File: src/rtl/sonar_pkg.sv
// Shared types and constants for the sonar Wishbone scanner: FSM states,
// channel-index width, register-window layout and the next-enabled-channel search.
package sonar_pkg;

  typedef enum logic [1:0] {
    S_IDLE = 2'd0,
    S_REQ  = 2'd1,
    S_GAP  = 2'd2,
    S_DONE = 2'd3
  } scan_state_e;

  localparam int MAX_CH    = 16;
  localparam int CH_W      = 4;
  localparam int REG_OFS   = 2;
  localparam int CH_STRIDE = 16;
  localparam int TMO_W     = 8;

  typedef struct packed {
    logic            found;
    logic [CH_W-1:0] idx;
  } ch_pick_t;

  // Lowest enabled channel at or above 'from'; 'from' is one bit wider so 16 means "none left".
  function automatic ch_pick_t next_ch(input logic [MAX_CH-1:0] mask, input logic [CH_W:0] from);
    ch_pick_t pick;
    pick = '0;
    for (int i = MAX_CH - 1; i >= 0; i--) begin
      if (mask[i] && (i >= int'(from))) begin
        pick.found = 1'b1;
        pick.idx   = CH_W'(i);
      end
    end
    return pick;
  endfunction

endpackage

File: src/rtl/sonar_wb_timeout.sv
// Loadable down-counter bounding a bus transfer; expire_o is high during the
// last permitted cycle (count == 1), so an ack in that same cycle still wins.
module sonar_wb_timeout
  import sonar_pkg::*;
#(
  parameter int CNT_W = TMO_W
) (
  input  logic             clk_i,
  input  logic             rst_ni,
  input  logic             load_i,
  input  logic [CNT_W-1:0] load_val_i,
  input  logic             dec_i,
  output logic             expire_o
);

  logic [CNT_W-1:0] cnt_q, cnt_d;

  always_comb begin
    cnt_d = cnt_q;
    if (load_i) begin
      cnt_d = load_val_i;
    end else if (dec_i && (cnt_q != '0)) begin
      cnt_d = cnt_q - 1'b1;
    end
  end

  always_ff @(posedge clk_i or negedge rst_ni) begin
    if (!rst_ni) begin
      cnt_q <= '0;
    end else begin
      cnt_q <= cnt_d;
    end
  end

  assign expire_o = (cnt_q == CNT_W'(1));

endmodule

File: src/rtl/sonar_wb_scanner.sv
// Wishbone classic read initiator sweeping one register across enabled sonar channels,
// one transfer at a time with a GAP cycle between; optional threshold hits via SONAR_SCAN_THRESH_EN.
module sonar_wb_scanner
  import sonar_pkg::*;
#(
  parameter int          NUM_CH      = 16,
  parameter logic [31:0] BASE_ADDR   = 32'h3000_0000,
  parameter int          TIMEOUT_CYC = 15
) (
  input  logic        wb_clk_i,
  input  logic        wb_rst_ni,
  input  logic        start_i,
  input  logic [3:0]  reg_sel_i,
  input  logic [15:0] ch_mask_i,
  output logic        wbm_cyc_o,
  output logic        wbm_stb_o,
  output logic        wbm_we_o,
  output logic [3:0]  wbm_sel_o,
  output logic [31:0] wbm_adr_o,
  output logic [31:0] wbm_dat_o,
  input  logic        wbm_ack_i,
  input  logic [31:0] wbm_dat_i,
  output logic        busy_o,
  output logic        rd_valid_o,
  output logic [3:0]  rd_ch_o,
  output logic [15:0] rd_data_o,
  output logic        done_o,
  output logic        err_o,
  output logic [3:0]  err_ch_o
`ifdef SONAR_SCAN_THRESH_EN
  ,
  input  logic [15:0] thresh_i,
  output logic [15:0] hit_o
`endif
);

  localparam logic [15:0] CH_VALID = 16'((33'h1 << NUM_CH) - 33'h1);

  scan_state_e     state_q, state_d;
  logic [CH_W-1:0] ch_q, ch_d, reg_q, reg_d, rd_ch_q, rd_ch_d, err_ch_q, err_ch_d;
  logic [15:0]     mask_q, mask_d, rd_data_q, rd_data_d;
  logic            rd_valid_q, rd_valid_d, err_q, err_d;
  logic [15:0]     scan_mask;
  logic [CH_W:0]   scan_from;
  ch_pick_t        pick;
  logic            tmo_load, tmo_expire;
  logic [31:0]     word_idx;
  logic            unused_dat;

  assign unused_dat = ^wbm_dat_i[31:16];

  // In IDLE search the live mask from 0; in GAP search the latched mask past the current channel.
  always_comb begin
    scan_mask = (state_q == S_IDLE) ? (ch_mask_i & CH_VALID) : mask_q;
    scan_from = (state_q == S_IDLE) ? '0 : ({1'b0, ch_q} + 5'd1);
    pick      = next_ch(scan_mask, scan_from);
  end

  always_ff @(posedge wb_clk_i or negedge wb_rst_ni) begin
    if (!wb_rst_ni) begin
      state_q <= S_IDLE;
    end else begin
      state_q <= state_d;
    end
  end

  always_comb begin
    state_d = state_q;
    case (state_q)
      S_IDLE:  if (start_i) state_d = pick.found ? S_REQ : S_DONE;
      S_REQ:   if (wbm_ack_i || tmo_expire) state_d = S_GAP;
      S_GAP:   state_d = pick.found ? S_REQ : S_DONE;
      S_DONE:  state_d = S_IDLE;
      default: state_d = S_IDLE;
    endcase
  end

  assign tmo_load = (state_d == S_REQ) && (state_q != S_REQ);

  sonar_wb_timeout #(.CNT_W(TMO_W)) u_timeout (
    .clk_i      (wb_clk_i),
    .rst_ni     (wb_rst_ni),
    .load_i     (tmo_load),
    .load_val_i (TMO_W'(TIMEOUT_CYC)),
    .dec_i      (state_q == S_REQ),
    .expire_o   (tmo_expire)
  );

`ifdef SONAR_SCAN_THRESH_EN
  logic [15:0] hit_q, hit_d;
`endif

  always_comb begin
    ch_d       = ch_q;
    reg_d      = reg_q;
    mask_d     = mask_q;
    rd_valid_d = 1'b0;
    rd_ch_d    = rd_ch_q;
    rd_data_d  = rd_data_q;
    err_d      = err_q;
    err_ch_d   = err_ch_q;
`ifdef SONAR_SCAN_THRESH_EN
    hit_d      = hit_q;
`endif
    if ((state_q == S_IDLE) && start_i) begin
      mask_d = ch_mask_i & CH_VALID;
      reg_d  = reg_sel_i;
      err_d  = 1'b0;
`ifdef SONAR_SCAN_THRESH_EN
      hit_d  = '0;
`endif
    end
    if (tmo_load) begin
      ch_d = pick.idx;
    end
    // Ack is checked before expiry so a last-cycle ack is a success.
    if ((state_q == S_REQ) && wbm_ack_i) begin
      rd_valid_d = 1'b1;
      rd_ch_d    = ch_q;
      rd_data_d  = wbm_dat_i[15:0];
`ifdef SONAR_SCAN_THRESH_EN
      if ($signed(wbm_dat_i[15:0]) > $signed(thresh_i)) hit_d[ch_q] = 1'b1;
`endif
    end else if ((state_q == S_REQ) && tmo_expire) begin
      err_d    = 1'b1;
      err_ch_d = ch_q;
    end
  end

  always_ff @(posedge wb_clk_i or negedge wb_rst_ni) begin
    if (!wb_rst_ni) begin
      ch_q       <= '0;
      reg_q      <= '0;
      mask_q     <= '0;
      rd_valid_q <= 1'b0;
      rd_ch_q    <= '0;
      rd_data_q  <= '0;
      err_q      <= 1'b0;
      err_ch_q   <= '0;
`ifdef SONAR_SCAN_THRESH_EN
      hit_q      <= '0;
`endif
    end else begin
      ch_q       <= ch_d;
      reg_q      <= reg_d;
      mask_q     <= mask_d;
      rd_valid_q <= rd_valid_d;
      rd_ch_q    <= rd_ch_d;
      rd_data_q  <= rd_data_d;
      err_q      <= err_d;
      err_ch_q   <= err_ch_d;
`ifdef SONAR_SCAN_THRESH_EN
      hit_q      <= hit_d;
`endif
    end
  end

  always_comb begin
    word_idx   = 32'(REG_OFS) + 32'(ch_q) * 32'(CH_STRIDE) + 32'(reg_q);
    wbm_cyc_o  = (state_q == S_REQ);
    wbm_stb_o  = (state_q == S_REQ);
    wbm_we_o   = 1'b0;
    wbm_sel_o  = 4'hF;
    wbm_dat_o  = '0;
    wbm_adr_o  = (state_q == S_REQ) ? (BASE_ADDR + {word_idx[29:0], 2'b00}) : '0;
    busy_o     = (state_q != S_IDLE);
    done_o     = (state_q == S_DONE);
    rd_valid_o = rd_valid_q;
    rd_ch_o    = rd_ch_q;
    rd_data_o  = rd_data_q;
    err_o      = err_q;
    err_ch_o   = err_ch_q;
`ifdef SONAR_SCAN_THRESH_EN
    hit_o      = hit_q;
`endif
  end

endmodule

File: config.mk
export PLATFORM = sky130hd
export DESIGN_NAME = sonar_wb_scanner
export DESIGN_NICKNAME = d
export VERILOG_FILES = /design/src/rtl/sonar_pkg.sv /design/src/rtl/sonar_wb_timeout.sv /design/src/rtl/sonar_wb_scanner.sv
export SDC_FILE = /design/constraint.sdc
export NUM_CORES = 1
export LEC_CHECK = 0
export BUFFER_PORTS_ARGS = -buffer_cell sky130_fd_sc_hd__buf_2
export CELL_PAD_IN_SITES_DETAIL_PLACEMENT = 0
export CELL_PAD_IN_SITES_GLOBAL_PLACEMENT = 1
export CORE_ASPECT_RATIO = 0.9
export CORE_MARGIN = 2
export CORE_UTILIZATION = 39
export DETAILED_ROUTE_END_ITERATION = 8
export PLACE_DENSITY = 0.92
export SYNTH_ARGS = -nofsm -noshare
export SYNTH_HDL_FRONTEND = slang
export SYNTH_SLANG_ARGS = --single-unit
File: constraint.sdc
create_clock -name wb_clk_i -period 5.4 [get_ports wb_clk_i]
set_input_delay 0.81 -clock wb_clk_i [delete_from_list [all_inputs] [get_ports wb_clk_i]]
set_output_delay 0.81 -clock wb_clk_i [all_outputs]
set_load 0.05 [all_outputs]
# Yosys cells after proc, flatten, opt, wreduce, memory -nomap -nowiden
# Cells that the tools add are included.
# classes
add_sub_neg	5
n_lt_le_gt_ge	16
eq_ne	6
muxes	29
n_bitwise	1
reduce_logical	27
# ops
operator	n
$mux 5	17
$ge 4x5->1 const A	8
$add 30x12->31 const A	1
$mux 31	1
$logic_and 1x1->1	21
$ge 3x5->1 const A	4
$mux 16	1
$mux 8	2
$add 9x4->10	1
$ge 1x5->1 const A	2
$ge 2x5->1 const A	2
$add 2x8->9 const A	1
$eq 8x1->1 const B	1
$pmux 2 s4	1
$reduce_bool 8->1	1
$sub 8x1->8 const B	1
$mux 2	3
$add 4x1->5 const B	1
$eq 2x1->1 const B	2
$eq 2x2->1 const B	2
$mux 1	4
$reduce_bool 2->1	2
$logic_not 2->1	1
$ne 2x1->1 const B	1
other kinds (3)	3
# word_totals
reg_bits	60
inputBits	56
out_inout_bits	99
word_cells	94

# Logic depth before layout (Yosys ltp)
# Gate-level depths: netlist (run 1).
# depth
word_depth	26
mapped_depth	10
mapped_depth_nobuf	8

# Hierarchy
# Synthesis (run 1) repeated with hierarchy kept, for this count alone.
# unflattened
hier_cells	397
hier_area_um2	3986.3
# modules_own_cells
mod	instances	cells_per_inst	area_each_um2
sonar_wb_scanner	1	342	3454.6
sonar_wb_timeout	1	55	531.8

# Worst setup path after synthesis (run 1)
# No wires, ideal clock.
# synth_path
path_type	reg-to-output
startpoint	reg ch_q[0]
endpoint	out wbm_adr_o[10]
t_arrival_ps	2127
required_time_ps	4590
setup_slack_ps	2463
path_stages_with_launch	5
path_buffers	1
path_cell_list	dfrtp_1 -> ha_1 -> clkbuf_1 -> nand3_1 -> nor3_1
# synth_between
elab_chain_len	4
# synth_lines
element	line_no	source
start, declared	sonar_wb_scanner.sv:40	logic [CH_W-1:0] ch_q, ch_d, reg_q, reg_d, rd_ch_q, rd_ch_d, err_ch_q, err_ch_d;
start signal, assigned	sonar_wb_scanner.sv:144	ch_q <= ch_d;
$add 2x8->9	sonar_wb_scanner.sv:159	word_idx = 32'(REG_OFS) + 32'(ch_q) * 32'(CH_STRIDE) + 32'(reg_q);
$add 9x4->10	sonar_wb_scanner.sv:159	
$add 30x12->31	sonar_wb_scanner.sv:165	wbm_adr_o = (state_q == S_REQ) ? (BASE_ADDR + {word_idx[29:0], 2'b00}) : '0;
$mux 31	sonar_wb_scanner.sv:165	
end, declared	sonar_wb_scanner.sv:19	output logic [31:0] wbm_adr_o,
# Every way passes these cells.

# Worst setup path in the final report (run 1)
# layout_path
startpoint	reg ch_q[0]
endpoint	reg ch_q[1]
# layout_between
elab_chain_len	25
elab_cells_between_ends	55
classes_between	1 x add/sub; 16 x order compare; 1 x eq/ne; 20 x mux; 17 x reduce/logical
# layout_lines
element	line_no	source
$add 4x1->5 *	sonar_wb_scanner.sv:55	scan_from = (state_q == S_IDLE) ? '0 : ({1'b0, ch_q} + 5'd1);
$mux 5 *	sonar_wb_scanner.sv:55	
$ge 4x5->1	sonar_pkg.sv:28	if (mask[i] && (i >= int'(from))) begin
$logic_and 1x1->1	sonar_pkg.sv:28	
$mux 5 (15 in a row)	sonar_pkg.sv:28	
$mux 5 *	sonar_pkg.sv:28	
$mux 2	sonar_wb_scanner.sv:70, sonar_wb_scanner.sv:72	
$mux 2	sonar_wb_scanner.sv:70	S_IDLE: if (start_i) state_d = pick.found ? S_REQ : S_DONE;
$pmux 2 s4	sonar_wb_scanner.sv:69	case (state_q)
$eq 2x1->1	sonar_wb_scanner.sv:78	assign tmo_load = (state_d == S_REQ) && (state_q != S_REQ);
$logic_and 1x1->1	sonar_wb_scanner.sv:78	
# Every way passes the cells marked *; elsewhere a longest branch is shown, timed or not.
# A chain may end at the register's enable or synchronous reset.

==> impl_metrics.env, run 1 <==
export IMPL_worstHoldPathType="flip-flop to flip-flop"
export IMPL_drtAntennaViolNets=0
export IMPL_worst_setup_path_startpoint="ch_q[0]"
export IMPL_worst_setup_path_end_kind="flip-flop"
export IMPL_run_status="finished clean"
export IMPL_die_y_um=98.43
export IMPL_cts_reportedPaths_clkPinSlew_ns=0.08
export IMPL_total_switching_power_mw=1.487
export IMPL_slew_limit_headroom_pct=35.64
export IMPL_synth_edff_count=0
export IMPL_numCtsBuffers=9
export IMPL_rr_worst_depth=8
export IMPL_numClockSinks=60
export IMPL_final_period_utilization_pct=61.97
export IMPL_finalHoldViolCount=0
export IMPL_dp_final_hpwl_mm=6.093
export IMPL_peak_usage_layer_in_the_global_routing_report="met2"
export IMPL_routed_wirelength_mm=8.351
export IMPL_fin_nets=516
export IMPL_place_detailed_instances=571
export IMPL_cts_tree="built"
export IMPL_syn_to_final_growth_pct=10.40
export IMPL_routedWlPerCell_um=14.23
export IMPL_comb_power_share_pct=58.6
export IMPL_multi_input_comb_area_um2=1984
export IMPL_synth_seq_cells=60
export IMPL_layout_common_cells="80 x buf_2, 60 x dfrtp_1, 58 x conb_1, 45 x mux2_2, 26 x nor2_1"
export IMPL_number_of_global_route_vias_before_repair=2860
export IMPL_mappedNetlistArea_um2=3864
export IMPL_vias_per_cell=4.923
export IMPL_power_ir_vdd_worst_mv=0.5465
export IMPL_p_seq_share_pct=28.5
export IMPL_switching_share_pct=52.33
export IMPL_antenna_violations_before_repair=0
export IMPL_global_route_usage_met3_pct=5.622
export IMPL_clk_root_buffer_cell="clkbuf_8"
export IMPL_maxCapViolations=0
export IMPL_setup_viol=0
export IMPL_ys_dominant_reg_cell="dfrtp_1"
export IMPL_core_area_um2=9657
export IMPL_die_area_um2=10720
export IMPL_place_port_buffers=80
export IMPL_synth_cell_types=59
export IMPL_synthesis_instances=387
export IMPL_power_share_clock_pct=12.9
export IMPL_met1_track_utilization_from_global_routing_pct=21.94
export IMPL_p_leak_nw=2.061
export IMPL_worstReg2RegEnd="ch_q[1]"
export IMPL_powerDensity_nw_per_um2=666.3
export IMPL_layout_commonest_cell="buf_2"
export IMPL_via_count=2890
export IMPL_clk_latency_worst_skew_pair_ns=0.34
export IMPL_fill_cell_total_of_the_finished_layout=911
export IMPL_initialDrtViolationCount=103
export IMPL_worst_endpoint_required_ns=5.63
export IMPL_final_critical_path_time_including_i_o_delays_and_setup_ns=3.347
export IMPL_antenna_diode_count=0
export IMPL_cts_htree_levels=3
export IMPL_async_flop_share_pct=100.0
export IMPL_fin_skew_ns=0.008924
export IMPL_yosys_area_top_type="dfrtp_1"
export IMPL_rows=34
export IMPL_synthesis_area_per_instance_um2=9.984
export IMPL_cts_hold_fix_buffers=0
export IMPL_max_clock_path_buffers=2
export IMPL_grt_met2_use_pct=24.41
export IMPL_drt_pre_antenna_iters=4
export IMPL_slack_of_the_worst_reg_to_reg_path_ns=2.05
export IMPL_global_route_wire_length_before_repair_mm=13.85
export IMPL_slew_violations=0
export IMPL_worst_slew_pin_transition_ns=0.9654
export IMPL_critical_path_arrival_ns=3.58
export IMPL_pin_count_of_the_biggest_net_entering_global_routing=61
export IMPL_grt_overflow_total=0
export IMPL_layout_cells_non_filler=587
export IMPL_fmaxAchievable_mhz=298.8
export IMPL_synth_top_area_share_pct=38.86
export IMPL_grtUsageTotal_pct=16.29
export IMPL_path_max_fanout=14
export IMPL_r2r_start="ch_q[0]"
export IMPL_routabilityCongestion=0.8735
export IMPL_cts_repair_resize_count=0
export IMPL_synthTopCellsByArea="dfrtp_1 39%, mux2_2 13%, buf_4 12%, nor2_1 2.5%, xor2_1 2.3%"
export IMPL_p_int_mw=1.355
export IMPL_ys_warnings_count=0
export IMPL_worst_setup_path_start_kind="flip-flop"
export IMPL_initial_utilization_pct=40.01
export IMPL_grt_setup_unrepaired="no"
export IMPL_drive_gt1_share_pct=34.06
export IMPL_fp_dieW_um=108.9
export IMPL_post_cts_setup_buffers=0
export IMPL_synth_seq_area_share_pct=38.86
export IMPL_critical_path_endpoint="ch_q[1]"
export IMPL_path_class="flip-flop to flip-flop"
export IMPL_area_sequential_um2=1501
export IMPL_drc=0
export IMPL_number_of_top_level_pins=155
export IMPL_fin_tns_setup_ns=0
per-layer routing:
| metal | vias up | wire length (µm) | part of all wire (%) |
|---|---|---|---|
| met5 | - | 0 | 0 |
| li1 | 1376 | - | - |
| met3 | 10 | 789 | 9.4 |
| met4 | 0 | 114 | 1.4 |
| met1 | 1376 | 3656 | 44 |
| met2 | 128 | 3792 | 45 |
critical path: stages (launching register included):
cell and delay, ns:
dfrtp_1 0.65, ha_1 0.49, xor2_2 0.35, nand3_1 0.18, a221oi_2 0.32, a21o_1 0.21, or3b_4 0.43, o21ai_4 0.28
mux2_4 0.33
logic make-up after synthesis:
family / share of synthesized area, %
AOI/OAI and AO/OA: 12.69
xor gates and xnor gates: 3.789
adders and majority gates: 1.295
buffers and inverters: 15.22
DFF: 38.86
muxes: 14.28
other: 0.1944
and+or+nand+nor: 13.67
stage by stage:
| step | instance area (µm²) | util, % | worst slack (ns) | total power, mW | hold WS, ns |
|---|---|---|---|---|---|
| after global placement | 4089 | 42.34 | 2.116 | 2.442 | 0.4828 |
| final | 4265 | 44.17 | 2.053 | 2.842 | 0.5034 |
| after floorplan | 4074 | - | 2.463 | 2.197 | 0.4721 |
| after CTS | 4265 | 44.17 | 2.054 | 2.851 | 0.5059 |
| after detailed placement | 4089 | 42.34 | 2.076 | 2.477 | 0.4901 |
| after global routing | 4265 | 44.17 | 1.776 | 3.038 | 0.5143 |
layout make-up:
type | count | share of cell area, %
clock inverter | 7 | 1.232
timing repair buffer | 81 | 9.563
clock buffer | 9 | 2.904
multi-input combinational | 294 | 46.52
inverter | 10 | 0.8800
sequential | 60 | 35.20
tap | 126 | 3.696
cell usage after synthesis, types with 4 or more instances:
master	number
a211oi_1	4
nor2b_1	4
a21o_1	6
ha_1	4
inv_1	9
and2_1	9
nor2_1	26
buf_4	63
nand3_1	8
xor2_1	10
o21ai_0	15
or4_1	4
mux2_2	45
nor3_1	6
nand2b_1	5
nand2_1	18
a21oi_1	12
dfrtp_1	60
or3b_2	4
clkbuf_1	7
buf_2	8
state kept, by name, indices dropped and copies added (netlist names):
signal           flops
reg_q                4
rd_data_o           16
u_timeout.cnt_q      8
mask_q              16
ch_q                 4
rd_ch_o              4
rd_valid_o           1
state_q              2
err_ch_o             4
err_o                1
power groups by stage:
stage | Clock [mW] | Sequential, mW | Combinational [mW]
global route | 0.398 | 0.838 | 1.80
floorplan | 0 | 1.01 | 1.19
finish | 0.365 | 0.810 | 1.67
CTS | 0.375 | 0.809 | 1.67
detailed placement | 0 | 0.816 | 1.66
global placement | 0 | 0.806 | 1.64
how the worst min path moves through the flow:
stage	from	endpoint	slack, ns	cells past startpoint
2_1_floorplan	reg_q[0]	reg_q[0]	0.47	1
3_3_place_gp	rd_data_o[7]	rd_data_o[7]	0.48	1
3_5_place_dp	rd_data_o[1]	rd_data_o[1]	0.49	1
5_1_grt	rd_data_o[1]	rd_data_o[1]	0.51	1
6_report	rd_data_o[1]	rd_data_o[1]	0.50	1
4_1_cts	rd_data_o[1]	rd_data_o[1]	0.51	1
No activity file was read; power rests on OpenSTA's default activity.
==> inputs of run 2 (changes only) <==
--- a/config.mk
+++ b/config.mk
@@ -10,9 +10,9 @@
 export CELL_PAD_IN_SITES_GLOBAL_PLACEMENT = 1
 export CORE_ASPECT_RATIO = 0.9
 export CORE_MARGIN = 2
-export CORE_UTILIZATION = 39
+export CORE_UTILIZATION = 36
 export DETAILED_ROUTE_END_ITERATION = 8
-export PLACE_DENSITY = 0.92
+export PLACE_DENSITY = 0.86
 export SYNTH_ARGS = -nofsm -noshare
 export SYNTH_HDL_FRONTEND = slang
 export SYNTH_SLANG_ARGS = --single-unit
==> constraint.sdc (replaced) <==
create_clock -name wb_clk_i -period 3.25 [get_ports wb_clk_i]
set_input_delay 0.4875 -clock wb_clk_i [delete_from_list [all_inputs] [get_ports wb_clk_i]]
set_output_delay 0.4875 -clock wb_clk_i [all_outputs]
set_load 0.05 [all_outputs]
==> run 2 against run 1 <==
Effect of this change:
- the run now ends with DRC left
- wire length increased by 7.3%
- count of clock-buffer cells in the layout increased by 4
- combinational power increased by 75%
- sequential share of layout area decreased by 1.7 points
- non-clock buffer count increased by 11
- critical endpoint unchanged
- largest power group unchanged
==> impl_metrics.env, run 2 (synthesis results as in run 1) <==
export IMPL_grt_setup_unrepaired="no"
export IMPL_dp_final_hpwl_mm=6.592
export IMPL_peak_usage_layer_in_the_global_routing_report="met2"
export IMPL_pin_count_of_the_biggest_net_entering_global_routing=27
export IMPL_multi_input_comb_area_um2=1984
export IMPL_clk_root_buffer_cell="clkbuf_16"
export IMPL_layout_commonest_cell="buf_2"
export IMPL_fmaxAchievable_mhz=350.5
export IMPL_fp_dieW_um=113.2
export IMPL_syn_to_final_growth_pct=15.97
export IMPL_fill_cell_total_of_the_finished_layout=1030
export IMPL_fin_skew_ns=0.003324
export IMPL_core_area_um2=10330
export IMPL_post_cts_setup_buffers=0
export IMPL_final_period_utilization_pct=87.79
export IMPL_initial_utilization_pct=37.38
export IMPL_path_class="flip-flop to flip-flop"
export IMPL_cts_hold_fix_buffers=0
export IMPL_power_ir_vdd_worst_mv=1.127
export IMPL_area_sequential_um2=1501
export IMPL_antenna_diode_count=0
export IMPL_vias_per_cell=4.945
export IMPL_path_max_fanout=18
export IMPL_routabilityCongestion=0.8577
export IMPL_worst_setup_path_end_kind="flip-flop"
export IMPL_fin_tns_setup_ns=0
export IMPL_cts_htree_levels=3
export IMPL_clk_latency_worst_skew_pair_ns=0.33
export IMPL_place_port_buffers=80
export IMPL_setup_viol=0
export IMPL_cts_repair_resize_count=0
export IMPL_failed_checks="DRC"
export IMPL_grtUsageTotal_pct=16.14
export IMPL_cts_tree="built"
export IMPL_cp_slowest_cell="dfrtp_1"
export IMPL_grt_met2_use_pct=25.10
export IMPL_number_of_top_level_pins=155
export IMPL_rows=35
export IMPL_critical_path_cell_chain="nor2_4 -> inv_2 -> o21ai_0 -> a221oi_2 -> a21o_1 -> or3b_4 -> o21ai_4 -> mux2_4"
export IMPL_slew_limit_headroom_pct=56.98
export IMPL_die_y_um=102.3
export IMPL_drc=8
export IMPL_cp_top_family="compound AO/OA/AOI/OAI gates"
export IMPL_crit_buf_inv=1
export IMPL_antenna_violations_before_repair=0
export IMPL_global_route_wire_length_before_repair_mm=14.75
export IMPL_number_of_global_route_vias_before_repair=2915
export IMPL_p_leak_nw=2.179
export IMPL_slew_violations=0
export IMPL_routedWlPerCell_um=14.91
export IMPL_drt_pre_antenna_iters=7
export IMPL_worst_setup_path_start_kind="flip-flop"
export IMPL_global_route_usage_met3_pct=5.338
export IMPL_worst_endpoint_required_ns=3.46
export IMPL_powerDensity_nw_per_um2=1162
export IMPL_worstHoldPathType="primary input to async pin"
export IMPL_numClockSinks=60
export IMPL_drive_gt1_share_pct=35.17
export IMPL_finalHoldViolCount=0
export IMPL_max_clock_path_buffers=2
export IMPL_cts_reportedPaths_clkPinSlew_ns=0.05
export IMPL_run_status="finished, violations left"
export IMPL_drtAntennaViolNets=0
export IMPL_routed_wirelength_mm=8.959
export IMPL_via_count=2972
export IMPL_final_critical_path_time_including_i_o_delays_and_setup_ns=2.853
export IMPL_initialDrtViolationCount=177
export IMPL_layout_common_cells="80 x buf_2, 60 x dfrtp_1, 58 x conb_1, 45 x mux2_2, 26 x nor2_1"
export IMPL_power_total_mw=5.206
export IMPL_numCtsBuffers=9
export IMPL_grt_overflow_total=0
export IMPL_die_area_um2=11580
export IMPL_cp_slowest_stage_delay_ns=0.73
export IMPL_maxCapViolations=0
export IMPL_fin_nets=527
export IMPL_met1_track_utilization_from_global_routing_pct=21.99
export IMPL_critical_path_arrival_ns=3.07
export IMPL_worst_slew_pin_transition_ns=0.6414
==> run 2: final cells by class <==
type | instances | share of cell area [%]
timing repair buffer | 92 | 10.95
clock inverter | 3 | 1.005
inverter | 10 | 0.8378
multi-input combinational | 294 | 44.29
sequential | 60 | 33.51
tap | 129 | 3.602
clock buffer | 13 | 5.808
==> run 2: worst paths after layout <==
path                                    start             to  slack, ns  depth (start not counted)
min in group wb_clk_i           wbm_dat_i[15]  rd_data_o[15]       0.39                          2
max in group asynchronous           wb_rst_ni      mask_q[3]       2.47                          2
worst min register to register   rd_data_o[5]   rd_data_o[5]       0.50                          1
worst max-delay path               state_q[0]        ch_q[1]       0.40                          8
worst min-delay path                wb_rst_ni       reg_q[0]       0.09                          1
worst max register to register     state_q[0]        ch_q[1]       0.40                          8
==> run 2: where the power goes <==
| group | total [mW] | internal, mW | switching, mW |
|---|---|---|---|
| clock | 0.975 | 0.635 | 0.340 |
| sequential | 1.31 | 1.05 | 0.254 |
| combinational | 2.92 | 0.994 | 1.93 |
==> run 2: stage by stage <==
| stage | setup slack (ns) | hold WS, ns | utilization (%) | cells | cell area [µm²] |
|---|---|---|---|---|---|
| finish | 0.3970 | 0.08655 | 43.35 | 601 | 4481 |
| global placement | 0.4819 | 0.4417 | 40.40 | 585 | 4175 |
| CTS | 0.4303 | 0.09331 | 43.35 | 601 | 4481 |
| detailed placement | 0.4344 | 0.4487 | 40.40 | 585 | 4175 |
| floorplan | 0.6352 | 0.1919 | - | 443 | 4074 |
| global route | 0.2854 | 0.1135 | 43.35 | 601 | 4481 |
==> run 2: per-layer routing <==
layer | vias to the layer above | share of wire [%]
met3 | 9 | 9.0
met5 | - | 0
met1 | 1419 | 46
li1 | 1396 | -
met2 | 148 | 44
met4 | 0 | 1.1
